`src/rtl/double_buffer_reader.sv`:
```
// Drains the filled half of the ping-pong sample buffer over a 1-cycle-latency
// read port and emits it as a valid/ready stream with last flag and buffer ID.
module double_buffer_reader #(
  parameter int unsigned DATA_WIDTH      = 16,
  parameter int unsigned SAMPLES_PER_BUF = 256,
  parameter int unsigned ADDR_WIDTH      = $clog2(SAMPLES_PER_BUF),
  parameter int unsigned FIFO_DEPTH      = 2,
  parameter int unsigned OVR_CNT_WIDTH   = 8
) (
  input  logic                     clk_i,
  input  logic                     rst_ni,
  input  logic                     buf_ready_pulse_i,
  input  logic                     buf_ready_id_i,
  output logic [ADDR_WIDTH-1:0]    rd_addr_o,
  output logic                     rd_en_o,
  input  logic [DATA_WIDTH-1:0]    rd_data_i,
  input  logic                     rd_data_valid_i,
  output logic                     out_valid_o,
  input  logic                     out_ready_i,
  output logic [DATA_WIDTH-1:0]    out_data_o,
  output logic                     out_last_o,
  output logic                     out_buf_id_o,
  output logic                     busy_o,
  output logic                     frame_done_o,
  output logic                     overrun_o,
  output logic [OVR_CNT_WIDTH-1:0] overrun_cnt_o,
  input  logic                     clr_overrun_i
);

  localparam int unsigned PTR_W = (FIFO_DEPTH > 1) ? $clog2(FIFO_DEPTH) : 1;
  localparam int unsigned CNT_W = $clog2(FIFO_DEPTH + 1);
  localparam logic [ADDR_WIDTH-1:0] LAST_ADDR = ADDR_WIDTH'(SAMPLES_PER_BUF - 1);
  localparam logic [PTR_W-1:0]      PTR_MAX   = PTR_W'(FIFO_DEPTH - 1);

  typedef enum logic [1:0] {
    ST_IDLE  = 2'd0,
    ST_READ  = 2'd1,
    ST_DRAIN = 2'd2
  } state_e;

  state_e                   state_q, state_d;
  logic [ADDR_WIDTH-1:0]    rd_addr_q, rd_addr_d;
  logic                     buf_id_q, buf_id_d;
  logic                     inflight_q;
  logic                     inflight_last_q;
  logic                     frame_done_q;
  logic                     overrun_q, overrun_d;
  logic [OVR_CNT_WIDTH-1:0] ovr_cnt_q, ovr_cnt_d;

  logic [DATA_WIDTH-1:0]    fifo_data_q [FIFO_DEPTH];
  logic                     fifo_last_q [FIFO_DEPTH];
  logic [PTR_W-1:0]         wr_ptr_q, rd_ptr_q;
  logic [CNT_W-1:0]         fifo_cnt_q;

  logic                     pop_c, push_c, head_last_c, last_hs_c;
  logic                     room_c, rd_en_c, accept_c, drop_c;
  logic [CNT_W:0]           occ_c;

  // Issue a read only if the word will still fit once it lands, counting the
  // word already in flight and any beat leaving this cycle.
  always_comb begin
    pop_c       = (fifo_cnt_q != '0) && out_ready_i;
    push_c      = rd_data_valid_i && inflight_q;
    head_last_c = fifo_last_q[rd_ptr_q];
    last_hs_c   = pop_c && head_last_c;
    occ_c       = (CNT_W+1)'(fifo_cnt_q) + (CNT_W+1)'(inflight_q);
    room_c      = occ_c < ((CNT_W+1)'(FIFO_DEPTH) + (CNT_W+1)'(pop_c));
    rd_en_c     = (state_q == ST_READ) && room_c;
    accept_c    = buf_ready_pulse_i &&
                  ((state_q == ST_IDLE) || ((state_q == ST_DRAIN) && last_hs_c));
    drop_c      = buf_ready_pulse_i && !accept_c;
  end

  // Frame sequencing
  always_comb begin
    state_d   = state_q;
    rd_addr_d = rd_addr_q;
    buf_id_d  = buf_id_q;
    unique case (state_q)
      ST_IDLE: begin
        if (accept_c) begin
          state_d   = ST_READ;
          rd_addr_d = '0;
          buf_id_d  = buf_ready_id_i;
        end
      end
      ST_READ: begin
        if (rd_en_c) begin
          if (rd_addr_q == LAST_ADDR) begin
            state_d   = ST_DRAIN;
            rd_addr_d = '0;
          end else begin
            rd_addr_d = rd_addr_q + ADDR_WIDTH'(1);
          end
        end
      end
      ST_DRAIN: begin
        if (last_hs_c) begin
          if (accept_c) begin
            state_d   = ST_READ;
            rd_addr_d = '0;
            buf_id_d  = buf_ready_id_i;
          end else begin
            state_d = ST_IDLE;
          end
        end
      end
      default: state_d = ST_IDLE;
    endcase
  end

  // Overrun flag and saturating drop counter; clear wins over a same-cycle drop
  always_comb begin
    overrun_d = overrun_q;
    ovr_cnt_d = ovr_cnt_q;
    if (clr_overrun_i) begin
      overrun_d = 1'b0;
      ovr_cnt_d = '0;
    end else if (drop_c) begin
      overrun_d = 1'b1;
      if (ovr_cnt_q != '1) ovr_cnt_d = ovr_cnt_q + OVR_CNT_WIDTH'(1);
    end
  end

  always_ff @(posedge clk_i or negedge rst_ni) begin
    if (!rst_ni) begin
      state_q         <= ST_IDLE;
      rd_addr_q       <= '0;
      buf_id_q        <= 1'b0;
      inflight_q      <= 1'b0;
      inflight_last_q <= 1'b0;
      frame_done_q    <= 1'b0;
      overrun_q       <= 1'b0;
      ovr_cnt_q       <= '0;
    end else begin
      state_q         <= state_d;
      rd_addr_q       <= rd_addr_d;
      buf_id_q        <= buf_id_d;
      inflight_q      <= rd_en_c;
      inflight_last_q <= rd_en_c && (rd_addr_q == LAST_ADDR);
      frame_done_q    <= last_hs_c;
      overrun_q       <= overrun_d;
      ovr_cnt_q       <= ovr_cnt_d;
    end
  end

  // Output skid FIFO
  always_ff @(posedge clk_i or negedge rst_ni) begin
    if (!rst_ni) begin
      for (int i = 0; i < int'(FIFO_DEPTH); i++) begin
        fifo_data_q[i] <= '0;
        fifo_last_q[i] <= 1'b0;
      end
      wr_ptr_q   <= '0;
      rd_ptr_q   <= '0;
      fifo_cnt_q <= '0;
    end else begin
      if (push_c) begin
        fifo_data_q[wr_ptr_q] <= rd_data_i;
        fifo_last_q[wr_ptr_q] <= inflight_last_q;
        wr_ptr_q <= (wr_ptr_q == PTR_MAX) ? '0 : wr_ptr_q + PTR_W'(1);
      end
      if (pop_c) begin
        rd_ptr_q <= (rd_ptr_q == PTR_MAX) ? '0 : rd_ptr_q + PTR_W'(1);
      end
      if (push_c && !pop_c) begin
        fifo_cnt_q <= fifo_cnt_q + CNT_W'(1);
      end else if (!push_c && pop_c) begin
        fifo_cnt_q <= fifo_cnt_q - CNT_W'(1);
      end
    end
  end

  a_no_stray_rdata: assert property (@(posedge clk_i) disable iff (!rst_ni)
    rd_data_valid_i |-> inflight_q);

  assign rd_en_o       = rd_en_c;
  assign rd_addr_o     = rd_addr_q;
  assign out_valid_o   = (fifo_cnt_q != '0);
  assign out_data_o    = fifo_data_q[rd_ptr_q];
  assign out_last_o    = out_valid_o && head_last_c;
  assign out_buf_id_o  = buf_id_q;
  assign busy_o        = (state_q != ST_IDLE);
  assign frame_done_o  = frame_done_q;
  assign overrun_o     = overrun_q;
  assign overrun_cnt_o = ovr_cnt_q;

endmodule

```
`config.mk`:
```
export PLATFORM = sky130hd
export DESIGN_NAME = double_buffer_reader
export DESIGN_NICKNAME = d
export VERILOG_FILES = /design/src/rtl/double_buffer_reader.sv
export SDC_FILE = /design/constraint.sdc
export NUM_CORES = 1
export LEC_CHECK = 0
export ABC_AREA = 1
export BUFFER_PORTS_ARGS = -buffer_cell sky130_fd_sc_hd__clkbuf_2
export CAP_MARGIN = 20
export CORE_MARGIN = 8
export CORE_UTILIZATION = 55
export CTS_CLUSTER_DIAMETER = 40
export DETAILED_ROUTE_END_ITERATION = 10
export HOLD_SLACK_MARGIN = 0.12
export PLACE_DENSITY = 0.92
export SLEW_MARGIN = 20
export SYNTH_ARGS = -nofsm -noshare
export SYNTH_HDL_FRONTEND = slang
export SYNTH_SLANG_ARGS = --single-unit
```
`constraint.sdc`:
```
create_clock -name clk_i -period 3.84 [get_ports clk_i]
set_input_delay 0.384 -clock clk_i [delete_from_list [all_inputs] [get_ports clk_i]]
set_output_delay 0.384 -clock clk_i [all_outputs]
set_load 0.01 [all_outputs]
```
==> results by group, run 1 <==
Global routing
  – Gr ovfl total: 0
  – GR Util All Layers: 17.0%
  – Pin count of the biggest net entering global routing: 36
  – Initial antenna violation count: 0
  – Vias in the first global route: 2603
  – Global-route wire length before repair: around 11000 um

Synthesis
  – Top cells by area, synth: dfrtp_1 50%, nand2_1 19%, o21ai_0 6.0%
  – Yosys top cell area share: a little over 50%
  – Synth Register Bits: 61
  – Top_reg_cell synth: dfrtp_1
  – Number of distinct library cells after synthesis: 26
  – Post-Syn Nets: about 420
  – Yosys top cell by area: dfrtp_1
  – Syn Std Cell Area: roughly 0.0030 sq mm
  – Register area share after synthesis: between 50% and 60%
  – Synth warn: 0
  – Post-synthesis area per instance: just under 8 sq um
  – Ys async rst share: 100%
  – Cells after synthesis: 389
  – Number of synthesized flops with an enable pin: 0

Die
  – Row count: 27
  – # IOs: 62
  – Die X: 90.1 um
  – Initial Util: 55.9%
  – Die area: between 0.008 and 0.009 sq mm
  – Core ar.: 0.00541 sq mm
  – Die H: 90.1 um

Setup path
  – Setup slack, reg-to-reg: 1.92 ns
  – WP data arrival: 1.79 ns
  – Worst Path Required: about 3.5 ns
  – Worst Path Max Fanout: 4
  – RR Startpoint: rd_ptr_q$_DFFE_PN0P_
  – CP Capture Type: output pin
  – Crit Reg-Reg Endpoint: rd_addr_o[6]$_DFFE_PN0P_
  – Setup crit start kind: register
  – Worst Reg-to-Reg Cells: 9
  – CP Launch Point: fifo_cnt_q[0]$_DFFE_PN0P_
  – CP Class: register to output pin

CTS
  – Clk_lat worst skew: around 0.34 ns
  – Maximum clock insertion buffer count: 2
  – Inserted Clock Buffers: 9
  – Post-CTS Setup Repair Bufs: 0
  – Clock transition at the registers of the reported paths: 0.07 ns
  – H-tree depth: 3
  – TritonCTS clock tree: built
  – CTS root buf: clkbuf_8
  – Clock Sink Count: 61
  – CTS resizes: 0
  – Post-CTS Hold Fix Bufs: 0

Timing
  – Hold slack: 0.122 ns
  – Final hold violation count: 0
  – TNS Setup: 0 ns
  – Slew at the pin closest to its max-slew limit: 1.02 ns
  – Unrepaired setup endpoints after global routing: false
  – # setup viols final: 0
  – Worst slew margin: 32.1%
  – Max Slew Vio Count: 0
  – Final worst path period share: 56.7%
  – Crit path time final: between 2 and 2.5 ns
  – Achievable Freq: 459 MHz
  – Final Skew: 0.00711 ns
  – Final WS setup: 1.66 ns

Placed design
  – Placed inst area: 0.00337 sq mm
  – RePlAce Congestion: 0.869
  – Pre-CTS setup slack: 1.94 ns
  – I/O Buffers: 61
  – DP HPWL: 4640 um

Routing
  – Final ANT Viol Nets: 0
  – Wire per inst: 12.6 um
  – Vias per cell: 4.99
  – Iteration-0 DRC Markers: approximately 170
  – Drt drc: 0
  – Final WL: 6670 um
  – DR pass1 iterations: 4
  – Detailed-route via count: 2629

Pwr
  – Reg power frac: a little under two fifths
  – Net Sw Frac: 37.6%
  – Clock network power share: 26.4%
  – Worst vdd ir: 0.000496 V
  – Pwr/cell area: 759 mW/mm^2
  – Pint: between 1500 and 2000 uW
  – Lkg Pwr: 0.00205 uW
  – Logic pwr share: 35.7%
  – Net switching power: between 1000 and 1500 uW

Layout
  – Area delta synth->final: 20.2%
  – Fin area: 0.00363 sq mm
  – Share of layout cells above drive strength 1: 20.7%
  – Utilization after layout: approximately 67%
  – Ant. Diodes: 0
  – Nets: 478

Flow run
  – Total of max-cap violations: 0

Hold path
  – HP Class: primary input to asynchronous set/reset pin

Outcome
  – Status: completed
==> flip-flops by register name (all words and copies together) (netlist names) <==
| signal | count |
|---|---|
| overrun_cnt_o | 8 |
| rd_ptr_q | 1 |
| inflight_last_q | 1 |
| frame_done_o | 1 |
| state_q | 2 |
| overrun_o | 1 |
| fifo_data_q | 32 |
| out_buf_id_o | 1 |
| inflight_q | 1 |
| fifo_cnt_q | 2 |
| wr_ptr_q | 1 |
| fifo_last_q | 2 |
| rd_addr_o | 8 |
==> power groups by stage <==
| stage | logic (uW) | clock network, uW | registers, uW |
|---|---|---|---|
| 6_report | 984 | 726 | 1050 |
| 5_1_grt | 1140 | 775 | 1080 |
| 4_1_cts | 1000 | 741 | 1040 |
| 3_5_place_dp | 993 | 0 | 1050 |
| 3_3_place_gp | 954 | 0 | 1040 |
| 2_1_floorplan | 705 | 0 | 1000 |
==> placed cells by master (no fill, tap or decap) <==
master,synthesis,layout
a21oi_1,3,3
a21oi_4,1,1
buf_4,0,1
bufinv_16,0,3
clkbuf_1,11,1
clkbuf_2,0,61
clkbuf_8,0,12
clkinv_1,1,1
dfrtp_1,61,61
ha_1,5,5
inv_1,41,41
inv_2,2,2
inv_6,1,1
nand2_1,156,156
nand2_2,5,5
nand2_4,3,3
nand3_1,20,20
nand3_2,1,1
nand3_4,1,1
nand4_1,2,2
nor2_1,21,21
nor2_2,3,3
nor3_1,2,2
nor3b_1,3,3
o21ai_0,36,36
o31ai_1,1,1
or2_1,1,1
xnor2_1,2,2
xor2_1,5,5
==> final cells by class <==
class                      count  area, sq um
clock inverter                 3         90.1
clock buffer                  13          169
timing repair buffer          62          313
inverter                      45          174
fill                         446         1770
multi-input combinational    271         1270
tap                           72         90.1
sequential                    61         1530
==> through the flow <==
step,power (uW),std cells
after global routing,2990,527
after detailed placement,2050,511
after CTS,2780,527
final,2760,527
after global placement,2000,511
after floorplan,1710,389
==> kinds of logic after synthesis <==
group,after synthesis,synth area share [%]
and+or+nand+nor,218,30.7
DFF,61,50.5
buffers and inverters,57,7.49
AOI/OAI and AO/OA,41,7.24
xor gates and xnor gates,7,2.03
adders and majority gates,5,2.07
==> cell usage after synthesis, types with 5 or more instances <==
cell type,count
nand2_2,5
clkbuf_1,11
xor2_1,5
ha_1,5
nand2_1,156
o21ai_0,36
dfrtp_1,61
nor2_1,21
nand3_1,20
inv_1,41
==> how the worst max path moves through the flow <==
stage                                     endpoint  slack (ns)  cells past startpoint
after floorplan                            rd_en_o        2.21                      5
after global routing                       rd_en_o        1.55                      6
after CTS                                  rd_en_o        1.64                      6
after global placement    rd_addr_o[5]$_DFFE_PN0P_        2.02                      9
final                                      rd_en_o        1.66                      6
after detailed placement  rd_addr_o[6]$_DFFE_PN0P_        1.94                      9
==> worst max-delay path: stages, from the launching register on <==
cell	delay [ns]
dfrtp_1	0.41
ha_1	0.20
ha_1	0.26
nand2_1	0.06
nand2_1	0.13
nor2_1	0.21
clkbuf_2	0.17
==> metal layers <==
| layer | global-route usage [%] | share of wire [%] | vias to the layer above |
|---|---|---|---|
| met1 | 19.8 | 44 | 1222 |
| met2 | 27.2 | 47 | 77 |
| met5 | 0 | 0 | - |
| met4 | 7.35 | 1.1 | 0 |
| li1 | - | - | 1321 |
| met3 | 6.48 | 7.3 | 9 |
Power figures use the tool's default switching activity.
==> run 2, diff against run 1 <==
--- a/config.mk
+++ b/config.mk
@@ -9,11 +9,11 @@
 export BUFFER_PORTS_ARGS = -buffer_cell sky130_fd_sc_hd__clkbuf_2
 export CAP_MARGIN = 20
 export CORE_MARGIN = 8
-export CORE_UTILIZATION = 55
+export CORE_UTILIZATION = 49
 export CTS_CLUSTER_DIAMETER = 40
 export DETAILED_ROUTE_END_ITERATION = 10
 export HOLD_SLACK_MARGIN = 0.12
-export PLACE_DENSITY = 0.92
+export PLACE_DENSITY = 0.87
 export SLEW_MARGIN = 20
 export SYNTH_ARGS = -nofsm -noshare
 export SYNTH_HDL_FRONTEND = slang
==> constraint.sdc (replaced) <==
create_clock -name clk_i -period 1.88 [get_ports clk_i]
set_input_delay 0.188 -clock clk_i [delete_from_list [all_inputs] [get_ports clk_i]]
set_output_delay 0.188 -clock clk_i [all_outputs]
set_load 0.01 [all_outputs]
==> results by group, run 2 (same netlist as run 1, synthesis figures left out) <==
Setup path
  – Crit Reg-Reg Endpoint: rd_addr_o[1]$_DFFE_PN0P_
  – CP Capture Type: output pin
  – Worst Path Required: 1.69 ns (-1.77 ns)
  – CP Class: register to output pin
  – Worst Reg-to-Reg Cells: 9 (unchanged)
  – WP data arrival: 1.60 ns (-0.19 ns)
  – RR Startpoint: inflight_q$_DFF_PN0_
  – Worst Path Max Fanout: 3 (-1)
  – Setup slack, reg-to-reg: 0.15 ns (-1.77 ns)
  – Setup crit start kind: register

CTS
  – Inserted Clock Buffers: 9 (unchanged)
  – H-tree depth: 3 (unchanged)
  – TritonCTS clock tree: built
  – Clk_lat worst skew: 0.34 ns (about the same)
  – Clock transition at the registers of the reported paths: 0.07 ns (about the same)
  – CTS root buf: clkbuf_8
  – Clock Sink Count: 61 (unchanged)
  – Maximum clock insertion buffer count: 2 (unchanged)

Die
  – Die area: 0.00894 sq mm (+10%)
  – Die X: 94.5 um (+4.9%)
  – # IOs: 62 (unchanged)
  – Initial Util: 50.8% (-5.2 points)
  – Core ar.: 0.00596 sq mm (+10%)
  – Die H: 94.5 um (+4.9%)
  – Row count: 28 (+3.7%)

Placed design
  – DP HPWL: 4740 um (+2.3%)
  – RePlAce Congestion: 0.844 (-2.8%)
  – I/O Buffers: 61 (unchanged)
  – Placed inst area: 0.00341 sq mm (+1.1%)

Layout
  – Largest Register: fifo_data_q
  – Nets: 501 (+4.8%)
  – Share of layout cells above drive strength 1: 21.0% (+0.31 points)
  – Fin area: 0.00379 sq mm (+4.3%)
  – Most frequent cells in the layout: 155 x nand2_1, 61 x dfrtp_1, 60 x clkbuf_2
  – Utilization after layout: 63.6% (-3.6 points)
  – Ant. Diodes: 0 (unchanged)
  – Area delta synth->final: 25.4%
  – Most common cell after layout, fill and taps aside: nand2_1
  – Number of flip-flops in the largest register: 32 (unchanged)

Routing
  – Drt drc: 0 (unchanged)
  – DR pass1 iterations: 4 (unchanged)
  – Final WL: 6920 um (+3.8%)
  – Detailed-route via count: 2733 (+4.0%)
  – Iteration-0 DRC Markers: 113 (-32%)
  – Wire per inst: 12.5 um (-0.90%)
  – Final ANT Viol Nets: 0 (unchanged)
  – Vias per cell: 4.95 (-0.75%)

Global routing
  – Initial antenna violation count: 0 (unchanged)
  – Pin count of the biggest net entering global routing: 62 (+72%)
  – GR Util All Layers: 16.2% (-0.80 points)
  – Vias in the first global route: 2684 (+3.1%)
  – Global-route wire length before repair: 11400 um (about the same)
  – Gr ovfl total: 0 (unchanged)

Hold path
  – Hold endpoint: overrun_o$_DFFE_PN0P_
  – Hold path startpoint: buf_ready_pulse_i
  – HP Class: primary input to register
  – Worst hold path depth: 3

Timing
  – # setup viols final: 0 (unchanged)
  – Max Slew Vio Count: 0 (unchanged)
  – Slew at the pin closest to its max-slew limit: 0.320 ns (-0.698 ns)
  – Worst slew margin: 78.6% (+47 points)
  – Unrepaired setup endpoints after global routing: false
  – TNS Setup: 0 ns (unchanged)
  – Final Skew: 0.0122 ns (+0.00508 ns)
  – Final hold violation count: 0 (unchanged)
  – Achievable Freq: ~560 MHz
  – Crit path time final: 1.79 ns
  – Final worst path period share: 95.2%

Flow run
  – Total of max-cap violations: 0 (unchanged)

Pwr
  – Total power: 5340 uW (+94%)
  – Lkg Pwr: 0.00210 uW (+2.8%)
  – Worst vdd ir: 0.00128 V (+160%)
  – Pwr/cell area: 1410 mW/mm^2 (+86%)

Outcome
  – Status: completed
==> run 2: cell types whose count changed in the layout (fill, tap and decap cells not counted), sizes merged <==
cell,delta
buf,+6
bufinv,-3
clkbuf,-3
clkinv,+2
clkinvlp,+2
dlygate4sd3,+18
==> run 2: through the flow <==
step / hold WS (ns) / std cells / setup WS (ns)
final: 0.137 / 552 / 0.0906
after global routing: 0.152 / 552 / 0.0197
after CTS: 0.123 / 552 / 0.0352
after detailed placement: 0.228 / 517 / 0.183
after global placement: 0.223 / 517 / 0.254
after floorplan: -0.108 / 389 / 0.341
==> run 2: power breakdown <==
group / switching [uW] / leakage (uW) / internal, uW / total (uW)
sequential: 309 / 0.000778 / 1770 / 2080
clock: 498 / 0.0000812 / 502 / 1000
combinational: 1350 / 0.00124 / 913 / 2260
==> run 2: layout make-up <==
cell class                 count  area, sq um
fill                         523         2170
clock inverter                 4         25.0
inverter                      45          174
multi-input combinational    271         1280
timing repair buffer          85          549
sequential                    61         1530
clock buffer                  11          141
tap                           75         93.8
==> run 2: how the worst max path moves through the flow <==
stage,startpoint,end,cells after the start
global placement,fifo_cnt_q[0]$_DFFE_PN0P_,rd_addr_o[5]$_DFFE_PN0P_,8
detailed placement,fifo_cnt_q[0]$_DFFE_PN0P_,rd_addr_o[7]$_DFFE_PN0P_,8
finish,inflight_q$_DFF_PN0_,rd_en_o,6
floorplan,fifo_cnt_q[0]$_DFFE_PN0P_,rd_addr_o[5]$_DFFE_PN0P_,8
global route,inflight_q$_DFF_PN0_,rd_en_o,6
CTS,inflight_q$_DFF_PN0_,rd_en_o,6
==> run 2: timing repair <==
action,in CTS,in global routing
hold buffers,18,0
setup endpoints to repair,1,1
resized for setup,3,2
setup buffers,2,0
hold endpoints to repair,92,0
pin swaps,2,0
cloned,0,0
==> run 2: layer usage <==
metal	routed length [um]	vias to the layer above	part of all wire, %	GRT usage (%)
met2	3310	92	48	28.1
li1	-	1371	-	-
met5	0	-	0	0
met1	3010	1260	44	17.7
met4	96	0	1.4	5.98
met3	499	10	7.2	5.79
==> run 2: worst max-delay path, stage by stage (launching register included) <==
cell	delay (ns)
dfrtp_1	0.39
ha_1	0.21
ha_1	0.27
nand2_1	0.08
nand2_2	0.08
nor2_4	0.13
buf_6	0.11
==> run 3, diff against run 2 <==
--- a/config.mk
+++ b/config.mk
@@ -8,6 +8,7 @@
 export ABC_AREA = 1
 export BUFFER_PORTS_ARGS = -buffer_cell sky130_fd_sc_hd__clkbuf_2
 export CAP_MARGIN = 20
+export CORE_ASPECT_RATIO = 0.5
 export CORE_MARGIN = 8
 export CORE_UTILIZATION = 49
 export CTS_CLUSTER_DIAMETER = 40
==> results by group, run 3 (same netlist as run 1, synthesis figures left out) <==
Pwr
  – Reg power frac: 34.9% (-4.0 points)
  – Pint: 3730 uW (+17%)
  – Pwr/cell area: 1560 mW/mm^2 (+10%)
  – Logic pwr share: 38.3% (-4.1 points)
  – Worst vdd ir: 0.000744 V (-42%)
  – Lkg Pwr: 0.00214 uW (+1.8%)
  – Clock network power share: 26.8% (+8.1 points)
  – Net Sw Frac: 37.8% (-2.6 points)
  – Net switching power: 2260 uW (+4.9%)

Hold path
  – Worst hold path depth: 3 (unchanged)
  – Hold endpoint: fifo_data_q[30]$_DFFE_PN0P_
  – HP Class: primary input to register
  – Hold path startpoint: rd_data_i[14]

Placed design
  – Cells after DPL: 520 (+0.58%)
  – DP HPWL: 4750 um (about the same)
  – Placed inst area: 0.00342 sq mm (+0.29%)
  – Pre-CTS setup slack: 0.188 ns (+0.00505 ns)
  – I/O Buffers: 61 (unchanged)
  – RePlAce Congestion: 0.838 (-0.78%)

Layout
  – Number of flip-flops in the largest register: 32 (unchanged)
  – Most common cell after layout, fill and taps aside: nand2_1
  – Area delta synth->final: 27.5%
  – Largest Register: fifo_data_q
  – Most frequent cells in the layout: 155 x nand2_1, 61 x dfrtp_1, 61 x clkbuf_2
  – Final cell count without fillers: 549 (-0.54%)
  – Fin area: 0.00385 sq mm (+1.7%)
  – Nets: 495 (-1.2%)
  – Ant. Diodes: 0 (unchanged)
  – Share of layout cells above drive strength 1: 21.6% (+0.65 points)

Timing
  – Final Skew: 0.00365 ns (-0.00853 ns)
  – Worst slew margin: 78.0% (-0.65 points)
  – Hold slack: 0.128 ns (-0.00860 ns)
  – Final WS setup: 0.0583 ns (-0.0323 ns)
  – Final worst path period share: 96.9% (+1.7 points)
  – Crit path time final: 1.82 ns (+0.0323 ns)
  – Final hold violation count: 0 (unchanged)
  – # setup viols final: 0 (unchanged)
  – TNS Setup: 0 ns (unchanged)
  – Slew at the pin closest to its max-slew limit: 0.330 ns (+0.00978 ns)
  – Achievable Freq: 549 MHz (-1.8%)
  – Max Slew Vio Count: 0 (unchanged)

Setup path
  – RR Startpoint: fifo_cnt_q[0]$_DFFE_PN0P_
  – Worst Path Max Fanout: 4 (+1)
  – Crit-path max cell delay: 0.40 ns (about the same)
  – Worst Path Required: 1.69 ns (about the same)
  – Crit Reg-Reg Endpoint: rd_addr_o[2]$_DFFE_PN0P_
  – CP Capture Type: output pin
  – Setup slack, reg-to-reg: 0.22 ns (+0.07 ns)
  – Worst Reg-to-Reg Cells: 8 (-1)
  – CP Cell Sequence: ha_1 > ha_1 > nand2_1 > nand2_4 > nor2_4 > clkbuf_2
  – CP Class: register to output pin
  – Slowest-stage cell, CP: dfrtp_1
  – Top cell by count, worst path: ha_1
  – Setup crit start kind: register
  – WP data arrival: 1.63 ns (+0.03 ns)

Global routing
  – Global-route wire length before repair: 11900 um (+4.0%)
  – Initial antenna violation count: 0 (unchanged)
  – Gr ovfl total: 0 (unchanged)
  – GR Util All Layers: 16.3% (+0.13 points)
  – Vias in the first global route: 2636 (-1.8%)
  – Pin count of the biggest net entering global routing: 62 (unchanged)

Die
  – Die area: 0.00909 sq mm (+1.7%)
  – Row count: 20 (-29%)
  – Initial Util: 50.3% (-0.42 points)
  – Core ar.: 0.00601 sq mm (+0.84%)
  – Die H: 71.5 um (-24%)
  – Die X: 127 um (+34%)
  – # IOs: 62 (unchanged)

CTS
  – Clk_lat worst skew: 0.32 ns (-0.02 ns)
  – TritonCTS clock tree: built
  – H-tree depth: 3 (unchanged)
  – Clock transition at the registers of the reported paths: 0.05 ns (-0.02 ns)
  – Maximum clock insertion buffer count: 2 (unchanged)
  – CTS root buf: clkbuf_16
  – Inserted Clock Buffers: 9 (unchanged)
  – Clock Sink Count: 61 (unchanged)

Routing
  – DR pass1 iterations: 4 (unchanged)
  – Drt drc: 0 (unchanged)
  – Final ANT Viol Nets: 0 (unchanged)
  – Wire per inst: 12.9 um (+2.8%)
  – Detailed-route via count: 2690 (-1.6%)
  – Final WL: 7070 um (+2.2%)
  – Vias per cell: 4.90 (-1.0%)
  – Iteration-0 DRC Markers: 160 (+42%)

Flow run
  – Total of max-cap violations: 0 (unchanged)

Outcome
  – Status: completed
[run 3: cell count changes in the layout (fill, tap and decap cells not counted)]
cell / previous run / this run
buf_4: 5 / 7
buf_6: 1 / 0
bufinv_16: 0 / 1
clkbuf_1: 1 / 2
clkbuf_16: 0 / 9
clkbuf_2: 60 / 61
clkbuf_8: 10 / 1
clkinvlp_4: 2 / 1
dlygate4sd3_1: 18 / 10
nand2_2: 6 / 5
nand2_4: 3 / 4
[run 3: layout make-up]
class | count | area [sq um]
multi-input combinational | 271 | 1280
clock buffer | 12 | 246
inverter | 45 | 174
sequential | 61 | 1530
clock inverter | 4 | 47.5
tap | 77 | 96.3
timing repair buffer | 79 | 478
fill | 520 | 2150
[run 3: stage by stage]
stage / util, % / total power, uW
3_5_place_dp: 57.0 / 4250
2_1_floorplan: - / 3490
5_1_grt: 64.2 / 6450
6_report: 64.2 / 5990
4_1_cts: 63.7 / 5980
3_3_place_gp: 57.0 / 4150
[run 3: worst max-delay path by stage]
stage	to	startpoint
after floorplan	rd_addr_o[5]$_DFFE_PN0P_	fifo_cnt_q[0]$_DFFE_PN0P_
after global placement	rd_addr_o[4]$_DFFE_PN0P_	fifo_cnt_q[0]$_DFFE_PN0P_
after detailed placement	rd_addr_o[2]$_DFFE_PN0P_	fifo_cnt_q[0]$_DFFE_PN0P_
after CTS	rd_en_o	fifo_cnt_q[0]$_DFFE_PN0P_
after global routing	rd_en_o	fifo_cnt_q[0]$_DFFE_PN0P_
final	rd_en_o	fifo_cnt_q[0]$_DFFE_PN0P_
[run 3: power by group through the flow]
stage	sequential (uW)	clock, uW	combinational [uW]
4_1_cts	2100	1630	2250
5_1_grt	2160	1700	2600
3_5_place_dp	2110	0	2140
3_3_place_gp	2080	0	2070
2_1_floorplan	2050	0	1440
6_report	2090	1610	2300
[run 3: what timing repair did]
item                                   CTS  global route
hold buffers                            10             0
setup buffers                            1             2
gates resized for setup                  2             2
endpoints found under the hold margin   74             0
pin swaps                                1             0
setup endpoints to repair                1             1
[run 3: routing by layer]
metal	track usage, %	vias up	share of wire (%)
met2	27.1	73	49
met3	5.03	24	5.1
met1	18.5	1229	43
met5	0	-	0
met4	9.41	0	3.2
li1	-	1364	-
[run 3: critical path: cells and delay by family (launching register included)]
kind | cells | cell delay (ns)
buffers and inverters | 1 | 0.14
flip-flops | 1 | 0.40
AND/OR/NAND/NOR | 3 | 0.30
adder cells (fa/ha/maj) | 2 | 0.46
